<file path="src/rtl/reg_disp_scanner.sv">
// rtl/reg_disp_scanner.sv - register-file debug reader with 8-digit multiplexed hex display
module reg_disp_scanner #(
  parameter logic [15:0] REFRESH_DIV  = 16'd50000,
  parameter logic [7:0]  DWELL_FRAMES = 8'd200,
  parameter logic [3:0]  SETTLE       = 4'd1
) (
  input  logic        clock,
  input  logic        reset,
  input  logic        auto_en,
  input  logic        step,
  input  logic        load,
  input  logic [4:0]  reg_sel_in,
  input  logic [31:0] disp_dat,
  output logic [4:0]  disp_sel,
  output logic        snap_valid,
  output logic [7:0]  anode,
  output logic [6:0]  seg
);

  typedef enum logic {SELECT, SHOW} state_t;

  state_t      state, state_nx;
  logic [15:0] div_cnt;
  logic [2:0]  digit_idx;
  logic [7:0]  frame_cnt, frame_cnt_nx;
  logic [3:0]  settle_cnt, settle_cnt_nx;
  logic [31:0] snapshot, snapshot_nx;
  logic [4:0]  disp_sel_nx;
  logic        snap_valid_nx;
  logic        term_cnt;
  logic        frame_wrap;
  logic [3:0]  nibble;

  assign term_cnt   = (div_cnt == REFRESH_DIV - 16'd1);
  assign frame_wrap = term_cnt && (digit_idx == 3'd7);
  assign nibble     = snapshot[{digit_idx, 2'b00} +: 4];

  function automatic logic [6:0] hex7(input logic [3:0] v);
    case (v)
      4'h0: hex7 = 7'h40;  4'h1: hex7 = 7'h79;  4'h2: hex7 = 7'h24;  4'h3: hex7 = 7'h30;
      4'h4: hex7 = 7'h19;  4'h5: hex7 = 7'h12;  4'h6: hex7 = 7'h02;  4'h7: hex7 = 7'h78;
      4'h8: hex7 = 7'h00;  4'h9: hex7 = 7'h10;  4'hA: hex7 = 7'h08;  4'hB: hex7 = 7'h03;
      4'hC: hex7 = 7'h46;  4'hD: hex7 = 7'h21;  4'hE: hex7 = 7'h06;  default: hex7 = 7'h0E;
    endcase
  endfunction

  // Free-running digit scan: prescaler then digit index, never paused by the FSM
  always_ff @(posedge clock or posedge reset) begin
    if (reset) begin
      div_cnt   <= 16'd0;
      digit_idx <= 3'd0;
    end else if (term_cnt) begin
      div_cnt   <= 16'd0;
      digit_idx <= digit_idx + 3'd1;
    end else begin
      div_cnt   <= div_cnt + 16'd1;
    end
  end

  // Capture FSM state and the registers it owns
  always_ff @(posedge clock or posedge reset) begin
    if (reset) begin
      state      <= SELECT;
      disp_sel   <= 5'd0;
      snapshot   <= 32'd0;
      snap_valid <= 1'b0;
      frame_cnt  <= 8'd0;
      settle_cnt <= 4'd0;
    end else begin
      state      <= state_nx;
      disp_sel   <= disp_sel_nx;
      snapshot   <= snapshot_nx;
      snap_valid <= snap_valid_nx;
      frame_cnt  <= frame_cnt_nx;
      settle_cnt <= settle_cnt_nx;
    end
  end

  // Next-state: settle then capture; in SHOW, index change beats live refresh
  always_comb begin
    state_nx      = state;
    disp_sel_nx   = disp_sel;
    snapshot_nx   = snapshot;
    snap_valid_nx = snap_valid;
    frame_cnt_nx  = frame_cnt;
    settle_cnt_nx = settle_cnt;
    case (state)
      SELECT: begin
        if (settle_cnt == SETTLE - 4'd1) begin
          snapshot_nx   = disp_dat;
          snap_valid_nx = 1'b1;
          frame_cnt_nx  = 8'd0;
          state_nx      = SHOW;
        end else begin
          settle_cnt_nx = settle_cnt + 4'd1;
        end
      end
      default: begin
        if (load) begin
          disp_sel_nx   = reg_sel_in;
          state_nx      = SELECT;
          settle_cnt_nx = 4'd0;
        end else if (step && !auto_en) begin
          disp_sel_nx   = disp_sel + 5'd1;
          state_nx      = SELECT;
          settle_cnt_nx = 4'd0;
        end else if (auto_en && frame_wrap && (frame_cnt == DWELL_FRAMES - 8'd1)) begin
          disp_sel_nx   = disp_sel + 5'd1;
          state_nx      = SELECT;
          settle_cnt_nx = 4'd0;
        end else if (frame_wrap) begin
          // Live refresh; frame count saturates so a later switch to auto advances at once
          snapshot_nx = disp_dat;
          if (frame_cnt != DWELL_FRAMES - 8'd1) begin
            frame_cnt_nx = frame_cnt + 8'd1;
          end
        end
      end
    endcase
  end

  // Registered display drive, blanked until the first capture
  always_ff @(posedge clock or posedge reset) begin
    if (reset) begin
      anode <= 8'hFF;
      seg   <= 7'h7F;
    end else if (snap_valid) begin
      anode <= ~(8'b1 << digit_idx);
      seg   <= hex7(nibble);
    end else begin
      anode <= 8'hFF;
      seg   <= 7'h7F;
    end
  end

endmodule

</file>
<file path="config.mk">
export PLATFORM = sky130hd
export DESIGN_NAME = reg_disp_scanner
export DESIGN_NICKNAME = d
export VERILOG_FILES = /design/src/rtl/reg_disp_scanner.sv
export SDC_FILE = /design/constraint.sdc
export NUM_CORES = 1
export LEC_CHECK = 0
export BUFFER_PORTS_ARGS = -buffer_cell sky130_fd_sc_hd__buf_4
export CORE_ASPECT_RATIO = 0.9
export CORE_MARGIN = 2
export CORE_UTILIZATION = 45
export DETAILED_ROUTE_END_ITERATION = 12
export PLACE_DENSITY = 0.65
export SLEW_MARGIN = 20
export SYNTH_ARGS = -nofsm -noshare
export SYNTH_HDL_FRONTEND = slang
export SYNTH_SLANG_ARGS = --single-unit
</file>
<file path="constraint.sdc">
create_clock -name clock -period 7.2 [get_ports clock]
set_clock_uncertainty 0.15 [all_clocks]
set_input_delay 0.72 -clock clock [delete_from_list [all_inputs] [get_ports clock]]
set_output_delay 0.72 -clock clock [all_outputs]
set_load 0.005 [all_outputs]
</file>
* After elaboration in Yosys (flattened, before gate mapping)
Memories as Yosys holds them, arrays and structs flattened. Index checks and enable logic that the tools add are counted.
Operators by class: add/sub/neg operators 5, equality and inequality tests 11, shifts and indexed selects 2, muxes and demuxes 29, bitwise logic cells 2, reduce and logical (&&, ||, !) cells 13
Operators with widths (number):
- $mux W32 | 6
- $mux W8 | 8
- $shiftx A32 B6 Y4 | 1
- $mux W4 | 5
- $add A16 B1 Y16 const B | 1
- $eq A16 B16 Y1 const B | 1
- $mux W16 | 1
- $mux W5 | 3
- $add A8 B1 Y8 const B | 1
- $eq A8 B8 Y1 const B | 1
- $ne A2 B2 Y1 const B | 4
- $ne A8 B8 Y1 const B | 1
- $not A8 Y8 | 1
- $shl A1 B3 Y8 const A | 1
- $mux W7 | 1
- $reduce_and A2 Y1 | 3
- $reduce_and A6 Y1 | 1
- $add A5 B1 Y5 const B | 1
- $mux W1 | 5
- $reduce_and A5 Y1 | 1
- $add A4 B1 Y4 const B | 1
- $logic_and A1 B1 Y1 | 4
- $logic_not A4 Y1 | 1
- $ne A2 B1 Y1 const B | 2
- other kinds (7) | 7
Word-level totals: bits in registers 85, memory bits (read-only) 112, input port bits 42, output and inout bits 21, logic and storage cells 73, memories kept 1
Memory list:
- (no name shown) | words 16, width 7, rd ports 1, clocked after memory_dff 0, wr ports 0, RTL line 39 | case (v)

* Longest topological paths before layout
word-level depth 8, mapped depth 9, depth with buffers taken out 8

* Worst setup path after synthesis
No wires, ideal clock.
kind register -> register, from register digit_idx[0], to register seg[0], library setup time 0.100 ns, arrival 2.153 ns, data required time 6.950 ns, slack 4.797 ns, cell stages (with the launch flop) 9, buffers on the path 1, period minus slack after synthesis 2.403 ns, cell sequence dfrtp_1 > buf_4 > mux4_2 > mux2i_1 > inv_1 > ha_1 > mux2_2 > nand2_1 > o211ai_1
On the way: word-level cells in the longest chain between the ends 3
RTL lines:
- start, declared | RTL line 24 | logic [2:0] digit_idx;
- start signal, assigned | RTL line 54 | digit_idx <= digit_idx + 3'd1;
- $shiftx A32 B6 Y4 | RTL line 36 | assign nibble = snapshot[{digit_idx, 2'b00} +: 4];
- $mem_v2 Z16 W7
- $mux W7 | RTL line 127 | end else if (snap_valid) begin
- end signal, assigned | RTL line 129 | seg <= hex7(nibble);
- end, declared | RTL line 17 | output logic [6:0] seg
No other way between the ends. A chain may end at the register's enable or synchronous reset.

* Final worst setup path
from register div_cnt[0], to register snapshot[15]
On the way: word-level cells in the longest chain between the ends 6, elaborated cells between the ends (all ways) 7, those cells by class 3 x eq/ne; 4 x reduce/logical
RTL lines:
- start, declared | RTL line 23 | logic [15:0] div_cnt;
- start signal, assigned | RTL line 56 | div_cnt <= div_cnt + 16'd1;
- $eq A16 B16 Y1 * | RTL line 34 | assign term_cnt = (div_cnt == REFRESH_DIV - 16'd1);
- $logic_and A1 B1 Y1 * | RTL line 35 | assign frame_wrap = term_cnt && (digit_idx == 3'd7);
- $logic_and A1 B1 Y1 (2 in a row) | RTL line 107 | end else if (auto_en && frame_wrap && (frame_cnt == DWELL_FRAMES - 8'd1)) begin
- $ne A2 B2 Y1 (no source line)
- $reduce_and A5 Y1 (no source line) *
- end signal, assigned | RTL line 72 | snapshot <= snapshot_nx;
- end, declared | RTL line 27 | logic [31:0] snapshot, snapshot_nx;
Mark *: on every way between the ends. The rest lies on a longest branch, timed or not.

==> impl_metrics.json <==
{
  "power_w": 0.00155,
  "drtAntennaViolNets": 0,
  "clockBufferDepth": 2,
  "cap_violations": 0,
  "clk_latency_ns": 0.35,
  "antenna_cells": 0,
  "fmax_mhz": 320,
  "setup_viol": 0,
  "slew_headroom": 0.335,
  "fp.dieW_um": 105,
  "num-fill-cells": 795,
  "cts_root_buf": "clkbuf_8",
  "start_util": 0.461,
  "syn_area_mm2": 0.00417,
  "fin_tns_setup_ns": 0,
  "leakage_nw": 2.18,
  "tightest_slew_ns": 0.994,
  "crit_fanout": 32,
  "dieHeight_um": 95.3,
  "critPathLaunch": "div_cnt[0]",
  "period_share": 0.434,
  "startpoint_type": "flop",
  "ctsHoldBuffers": 0,
  "synth_edf_count": 0,
  "yosys_register_bits": 85,
  "cts.sinks": 85,
  "regArea_mm2": 0.00215,
  "ir_worst_vdd_v": 0.000205,
  "hp-start": "settle_cnt[3]",
  "drive_gt1_frac": 0.350,
  "end_kind": "flop",
  "syn-mean-instance-area_um2": 12.0,
  "ctsResizeCount": 0,
  "cp_data_arrival_time_ns": 3.21,
  "routedWlPerCell_um": 14.5,
  "grt_max_degree": 86,
  "die_area_mm2": 0.0100,
  "fin_ws_ns": 4.08,
  "syn_inst": 348,
  "yosys_most_used_dff": "dfrtp_1",
  "syn-num-nets": 407,
  "num_vias": 2748,
  "cts_tree": "built",
  "utilization": 0.545,
  "overflow": 0,
  "wl_um": 7770,
  "cts_buffers": 9,
  "drv_slew": 0,
  "status": "completed",
  "nets": 468,
  "critical_path_class": "flop to flop",
  "area_delta_synth_final_pct": 18.4,
  "post-dp-hpwl_um": 5420,
  "h-tree-depth": 3,
  "synth_warnings": 0,
  "holdCritPathClass": "flop to flop",
  "via_per_inst": 5.13,
  "num_rows": 33,
  "cts_setup_buffers": 0,
  "ys_seq_area_frac": 0.515,
  "final_hold_viol_count": 0,
  "place_congestion": 0.830,
  "core_area_mm2": 0.00904,
  "period_needed_ns": 3.12,
  "first_pass_iters": 4,
  "antenna_found_initial": 0,
  "post-place-ws_ns": 4.04,
  "crit_required_ns": 7.29,
  "grt_usage": 0.164,
  "pin_count": 63,
  "drc": 0,
  "power_density_mw_per_mm2": 314,
  "cts.clk_slew.worst_paths_ns": 0.09,
  "timing.hold.ws_ns": 0.346,
  "grt_pass1_wl_um": 13000,
  "grt_pass1_vias": 2627,
  "multiInputGateArea_mm2": 0.00188,
  "yosysUniqueCellTypes": 51,
  "grt_setup_unrepaired": "false",
  "timing.rr.start": "div_cnt[0]",
  "port_buffers": 62,
  "async_reset_ff_frac": 1.00,
  "drt_first_iter_violations": 117
}
-- worst max-delay path, cell delays in order, from the launching register on --
cell and delay [ns]:
dfrtp_1 0.40, ha_1 0.22, and3_1 0.26, and4_1 0.60, nand3_4 0.16, o21ai_4 0.79, mux2_2 0.41
-- synthesized netlist by cell type, types with 7 or more instances --
cell type,count,share of area
xor2_1,10,0.021
nand3_1,18,0.022
dfstp_2,15,0.095
mux2_2,33,0.089
nor2_1,28,0.025
mux4_2,8,0.043
nand2_1,19,0.017
ha_1,17,0.051
dfrtp_1,70,0.42
o21ai_0,16,0.019
inv_1,14,0.013
xnor2_1,7,0.015
-- power breakdown --
part / total, W / switching, W / internal (W)
Sequential: 0.000692 / 0.0000754 / 0.000617
Clock: 0.000376 / 0.000179 / 0.000197
Combinational: 0.000480 / 0.000216 / 0.000265
-- metal layers --
layer  up-vias  wire length (µm)  track usage
li1       1366                 -            -
met1      1316              3830        0.241
met5         -                 0            0
met3         4               360       0.0437
met4         0                50       0.0400
met2        62              3530        0.243
-- through the flow --
step	cell area [µm²]	std cells
after floorplan	4170	348
after CTS	4930	536
final	4930	536
after global placement	4710	520
after global routing	4930	536
after detailed placement	4710	520
-- cells in the final DEF, fill, tap and decap left out, types with 2 or more instances in the layout --
| cell | netlist | routed |
|---|---|---|
| mux2_2 | 33 | 33 |
| mux2i_1 | 5 | 5 |
| mux2i_2 | 2 | 2 |
| inv_1 | 14 | 13 |
| nor3_1 | 3 | 3 |
| nand2b_1 | 6 | 6 |
| nor3b_1 | 3 | 3 |
| and2_1 | 2 | 2 |
| nand4_1 | 6 | 6 |
| nor2_1 | 28 | 28 |
| o31ai_1 | 3 | 3 |
| nand2_1 | 19 | 19 |
| clkinvlp_4 | 0 | 2 |
| nor2b_1 | 3 | 3 |
| clkinv_1 | 1 | 2 |
| o211ai_1 | 6 | 6 |
| a31oi_1 | 2 | 2 |
| dfstp_2 | 15 | 15 |
| bufinv_16 | 0 | 2 |
| nand3_1 | 18 | 18 |
| buf_4 | 2 | 62 |
| dfrtp_1 | 70 | 70 |
| and3_1 | 5 | 5 |
| or3_1 | 2 | 2 |
| o21ai_0 | 16 | 16 |
| mux4_2 | 8 | 8 |
| clkbuf_8 | 0 | 9 |
| a21oi_1 | 6 | 6 |
| ha_1 | 17 | 17 |
| xnor2_1 | 7 | 7 |
| a22o_1 | 2 | 2 |
| or4_1 | 2 | 2 |
| xor2_1 | 10 | 10 |
| a22oi_1 | 4 | 4 |
-- logic make-up after synthesis --
| family | synth area share |
|---|---|
| flops | 0.515 |
| simple gates | 0.136 |
| mux | 0.151 |
| xor+xnor | 0.0357 |
| buf+inv | 0.0345 |
| compound gates | 0.0766 |
| fa+ha+maj | 0.0511 |
-- registers in the layout, summed over array words and instances (netlist names) --
register	count
frame_cnt	8
anode	8
disp_sel	5
snap_valid	1
digit_idx	3
div_cnt	16
snapshot	32
state	1
settle_cnt	4
seg	7
-- final cells by class --
type / count / share of cell area
Clock buffer: 9 / 0.0251
Clock inverter: 7 / 0.0200
Inverter: 15 / 0.0117
Multi-Input combinational cell: 235 / 0.381
Sequential cell: 85 / 0.435
Tap cell: 122 / 0.0309
Timing Repair Buffer: 63 / 0.0967
-- worst paths after layout --
path,end,slack (ns),depth (start not counted)
min reg2reg,settle_cnt[3],0.35,1
max in group asynchronous,snapshot[15],5.98,3
max,snapshot[15],4.08,6
min,settle_cnt[3],0.35,1
min in group asynchronous,frame_cnt[0],0.42,3
max reg2reg,snapshot[15],4.08,6
No activity file was read; power rests on OpenSTA's default activity.
